File: config.mk
export PLATFORM = sky130hd
export DESIGN_NAME = apb_master
export DESIGN_NICKNAME = d
export VERILOG_FILES = /design/src/rtl/apb_pkg.sv /design/src/rtl/apb_master.sv
export SDC_FILE = /design/constraint.sdc
export NUM_CORES = 1
export LEC_CHECK = 0
export CORE_AREA = 4 4 62 64
export DETAILED_ROUTE_END_ITERATION = 8
export DIE_AREA = 0 0 66 68
export HOLD_SLACK_MARGIN = 0.08
export PLACE_DENSITY = 0.76
export SLEW_MARGIN = 20
export SYNTH_ARGS = -nofsm -noshare
export SYNTH_HDL_FRONTEND = slang
export SYNTH_SLANG_ARGS = --single-unit
File: constraint.sdc
create_clock -name pclk -period 1.5 [get_ports pclk]
set_input_delay 0.225 -clock pclk [delete_from_list [all_inputs] [get_ports pclk]]
set_output_delay 0.225 -clock pclk [all_outputs]
set_load 0.05 [all_outputs]
File: src/rtl/apb_pkg.sv
// Shared APB definitions used by the requester and the 8-bit slaves of this subsystem.
package apb_pkg;

  localparam int APB_ADDR_W = 8;
  localparam int APB_DATA_W = 8;

  typedef enum logic [1:0] {
    IDLE   = 2'd0,
    SETUP  = 2'd1,
    ACCESS = 2'd2
  } apb_state_e;

endpackage

File: src/rtl/apb_master.sv
// Single-transfer APB requester: one command in, one SETUP/ACCESS transfer out,
// one response strobe back, with an optional pready wait-state timeout.
module apb_master
  import apb_pkg::*;
#(
  parameter int ADDR_W  = APB_ADDR_W,
  parameter int DATA_W  = APB_DATA_W,
  parameter int TIMEOUT = 16
) (
  input  logic              pclk,
  input  logic              presetn,
  input  logic              cmd_valid,
  output logic              cmd_ready,
  input  logic              cmd_write,
  input  logic [ADDR_W-1:0] cmd_addr,
  input  logic [DATA_W-1:0] cmd_wdata,
  output logic              rsp_valid,
  output logic [DATA_W-1:0] rsp_rdata,
  output logic              rsp_err,
  output logic              psel,
  output logic              penable,
  output logic              pwrite,
  output logic [ADDR_W-1:0] paddr,
  output logic [DATA_W-1:0] pwdata,
  input  logic [DATA_W-1:0] prdata,
  input  logic              pready
);

  // state  | meaning
  // IDLE   | ready for a command; APB address/data hold their last values
  // SETUP  | psel high for one cycle; ACCESS | penable high, waiting on pready
  localparam int CNT_W = (TIMEOUT < 1) ? 1 : $clog2(TIMEOUT + 1);
  localparam logic [CNT_W-1:0] CNT_MAX  = '1;
  localparam logic [CNT_W-1:0] CNT_LAST = (TIMEOUT == 0) ? '0 : CNT_W'(TIMEOUT - 1);

  apb_state_e        state_q, state_d;
  logic [CNT_W-1:0]  cnt_q, cnt_d;
  logic              psel_q, psel_d;
  logic              penable_q, penable_d;
  logic              pwrite_q, pwrite_d;
  logic [ADDR_W-1:0] paddr_q, paddr_d;
  logic [DATA_W-1:0] pwdata_q, pwdata_d;
  logic              rsp_valid_q, rsp_valid_d;
  logic              rsp_err_q, rsp_err_d;
  logic [DATA_W-1:0] rsp_rdata_q, rsp_rdata_d;
  logic              timeout_hit;

  assign timeout_hit = (TIMEOUT != 0) && !pready && (cnt_q == CNT_LAST);

  always_ff @(posedge pclk) begin
    if (!presetn) begin
      state_q     <= IDLE;
      cnt_q       <= '0;
      psel_q      <= 1'b0;
      penable_q   <= 1'b0;
      pwrite_q    <= 1'b0;
      paddr_q     <= '0;
      pwdata_q    <= '0;
      rsp_valid_q <= 1'b0;
      rsp_err_q   <= 1'b0;
      rsp_rdata_q <= '0;
    end else begin
      state_q     <= state_d;
      cnt_q       <= cnt_d;
      psel_q      <= psel_d;
      penable_q   <= penable_d;
      pwrite_q    <= pwrite_d;
      paddr_q     <= paddr_d;
      pwdata_q    <= pwdata_d;
      rsp_valid_q <= rsp_valid_d;
      rsp_err_q   <= rsp_err_d;
      rsp_rdata_q <= rsp_rdata_d;
    end
  end

  always_comb begin
    state_d = state_q;
    case (state_q)
      IDLE:    if (cmd_valid) state_d = SETUP;
      SETUP:   state_d = ACCESS;
      ACCESS:  if (pready || timeout_hit) state_d = IDLE;
      default: state_d = IDLE;
    endcase
  end

  always_comb begin
    cnt_d       = cnt_q;
    psel_d      = psel_q;
    penable_d   = penable_q;
    pwrite_d    = pwrite_q;
    paddr_d     = paddr_q;
    pwdata_d    = pwdata_q;
    rsp_valid_d = 1'b0;
    rsp_err_d   = 1'b0;
    rsp_rdata_d = rsp_rdata_q;
    case (state_q)
      IDLE: begin
        if (cmd_valid) begin
          psel_d    = 1'b1;
          penable_d = 1'b0;
          pwrite_d  = cmd_write;
          paddr_d   = cmd_addr;
          pwdata_d  = cmd_wdata;
          cnt_d     = '0;
        end
      end
      SETUP: penable_d = 1'b1;
      ACCESS: begin
        if (pready) begin
          psel_d      = 1'b0;
          penable_d   = 1'b0;
          rsp_valid_d = 1'b1;
          rsp_rdata_d = pwrite_q ? '0 : prdata;
          cnt_d       = '0;
        end else if (timeout_hit) begin
          psel_d      = 1'b0;
          penable_d   = 1'b0;
          rsp_valid_d = 1'b1;
          rsp_err_d   = 1'b1;
          rsp_rdata_d = '0;
          cnt_d       = '0;
        end else if (cnt_q != CNT_MAX) begin
          // saturating so a disabled timeout never wraps the count
          cnt_d = cnt_q + 1'b1;
        end
      end
      default: begin
        psel_d    = 1'b0;
        penable_d = 1'b0;
      end
    endcase
  end

  assign cmd_ready = (state_q == IDLE);
  assign psel      = psel_q;
  assign penable   = penable_q;
  assign pwrite    = pwrite_q;
  assign paddr     = paddr_q;
  assign pwdata    = pwdata_q;
  assign rsp_valid = rsp_valid_q;
  assign rsp_err   = rsp_err_q;
  assign rsp_rdata = rsp_rdata_q;

endmodule
==> out/results.ini <==
[status]
status = finished, final reports clean

[synthesis]
yosysMostFrequentCell = dfxtp_1
synth_area_mm2 = 0.001285
yosysWarningCount = 0
synth.top_cell.area_share = 0.5453
ys_ff_latch = 35
synth.avg_cell_area_um2 = 12.01
synth_top_area_cell = dfxtp_1
synth_cell_types = 32
synth_edf_count = 0
synthFlopType = dfxtp_1
syn_nets = 137
synthCells = 107
ys_top_cells_by_area = dfxtp_1 (55%), a22o_1 (17%), buf_6 (3.5%)
netlist_top_cells_count = dfxtp_1 (35), a22o_1 (25), nor2_1 (8), buf_6 (4)
seq_area_frac_synth = 0.5453
async_flop_share = 0

[floorplan]
dieHeight_um = 68
core_mm2 = 0.003284
rows = 21
ios = 59
start_util = 0.3912
dieWidth_um = 66
die_area_mm2 = 0.004488

[placed_design]
gp_congestion = 0.7599
pre_cts_ws_ps = -111.4
portBuffers = 58
hpwlAfterDp_mm = 2.360
place_inst = 210

[cells_and_area]
fillerInstances = 282
fin_nets = 201
diodes = 0
drive_above_1_share = 0.3099
seq_area_um2 = 701.9
instances_no_fill = 217
multi_input_area_um2 = 514.2
area_growth_pct = 50.93

[sta]
fin_hold_ws_ps = 471.8
rsz0062_at_grt = false
final_hold_viol_count = 0
tns_ps = 0
period_needed_ps = 1421
skew_ps = 13.39
maxSlewHeadroom = 0.6867
tightestPinTransition_ps = 467.4
setup_viol = 0
finalMaxSlewViolations = 0
min_period_over_period = 0.9475
timing.fmax_ghz = 0.7036
fin_ws_ps = 78.73

[worst_setup_path]
crit_required_ps = 1730
cp_max_fo = 8
max_stage_delay_ps = 380
crit_path_cell_trace = ha_1 -> and4b_1 -> o21bai_4 -> and2_4 -> a22o_1
critPathTopFamily = simple AND/OR/NAND/NOR gates
crit_path_end_kind = register
crit_type = reg2reg
arrival_ps = 1650
crit_path_start_kind = register
cp_num_buf_inv = 0
slowest_stage = dfxtp_1

[drt]
drt-pass1-iter-count = 4
vias = 1083
final_antenna_net_count = 0
wl_mm = 3.074
drt-wirelength-per-cell_um = 14.17
drt_iter0_markers = 51
drc = 0
vias_per_cell = 4.991

[global_routing]
grt_pass1_wl_mm = 4.657
grtUsageMet3 = 0.04105
grt_max_degree = 19
use_met2 = 0.2303
antenna_found_initial = 0
grt_remaining_overflow = 0
grt_pass1_vias = 1020
use_met1 = 0.1542
grt-busiest-layer = met2
globalRouteTotalUtil = 0.1416

[clocking]
cts_setup_buffers = 0
cts_root_buffer = clkbuf_4
clkTransAtPathRegs_ps = 100
holdBufCountCts = 0
cts_buffers = 5
cts.sinks = 35
cts_tree = yes
cts_resized = 0
h-tree-depth = 2
clockBufferDepth = 2
insertion_delay_ps = 330

[pwr]
fin_total_pwr_uw = 1951
p_per_area_mw_per_mm2 = 1006
ir_worst_vdd_mv = 0.4821
leakagePower_uw = 0.0008440

[worst_hold_path]
min_path_type = in2reg

[flow_run]
max_cap_viol_count = 0

## per-stage QoR
step           instance area [µm²]  utilization
3_5_place_dp                  1879       0.5722
6_report                      1939       0.5905
2_1_floorplan                 1286            -
4_1_cts                       1936       0.5893
3_3_place_gp                  1879       0.5722
5_1_grt                       1939       0.5905
## worst paths after layout
kind / to / cells past startpoint / slack, ps / from
setup / recovery: rsp_rdata[2] / 5 / 80 / cnt_q[0]
hold / removal: paddr[7] / 2 / 470 / cmd_addr[7]
setup reg to reg: rsp_rdata[2] / 5 / 80 / cnt_q[0]
hold reg to reg: cnt_q[4] / 1 / 480 / cnt_q[4]
## layout by cell type, fill, tap and decap left out, drive strengths merged
master,instances
a21oi,2
a22o,25
a22oi,1
and2,2
and3,1
and4,1
and4b,1
buf,35
clkbuf,6
clkdlybuf4s50,28
clkinv,1
dfxtp,35
ha,1
inv,1
mux2,1
nand2,2
nand2b,2
nand3,3
nand3b,1
nor2,9
nor2b,1
nor3,2
nor3b,1
o211a,1
o21ai,4
o21ba,1
o21bai,1
o311a,1
xor2,1
## flip-flops by register name (all words and copies together) (netlist names)
name	cells
cnt_q	5
paddr	8
penable	1
psel	1
pwdata	8
pwrite	1
rsp_err	1
rsp_rdata	8
rsp_valid	1
state_q	1
## routing by layer
layer,part of all wire,wire length (µm),vias up
li1,-,-,522
met1,0.41,1263,505
met2,0.48,1468,51
met3,0.084,258,5
met4,0.027,84,0
met5,0,0,-
## layout make-up
cell class / count / area share
tap: 46 / 0.02968
clock inverter: 1 / 0.002581
sequential: 35 / 0.3619
clock buffer: 6 / 0.02645
inverter: 1 / 0.001935
multi-input combinational: 65 / 0.2652
timing repair buffer: 63 / 0.3123
## report_power, final
part	switching (µW)	total, µW	internal [µW]
registers	35.9	1010	974
clock network	285	502	217
logic	241	439	199
## cells by family (layout without fill, tap and decap cells)
logic type | count (synthesis) | in the layout | share of synthesized area
AO/OA/AOI/OAI | 36 | 36 | 0.2376
flip-flops | 35 | 35 | 0.5453
AND/OR/NAND/NOR | 26 | 26 | 0.1344
buffers and inverters | 7 | 71 | 0.05744
adder cells (fa/ha/maj) | 1 | 1 | 0.009736
XOR/XNOR | 1 | 1 | 0.006817
multiplexers | 1 | 1 | 0.008763
No activity file was read; power rests on OpenSTA's default activity.
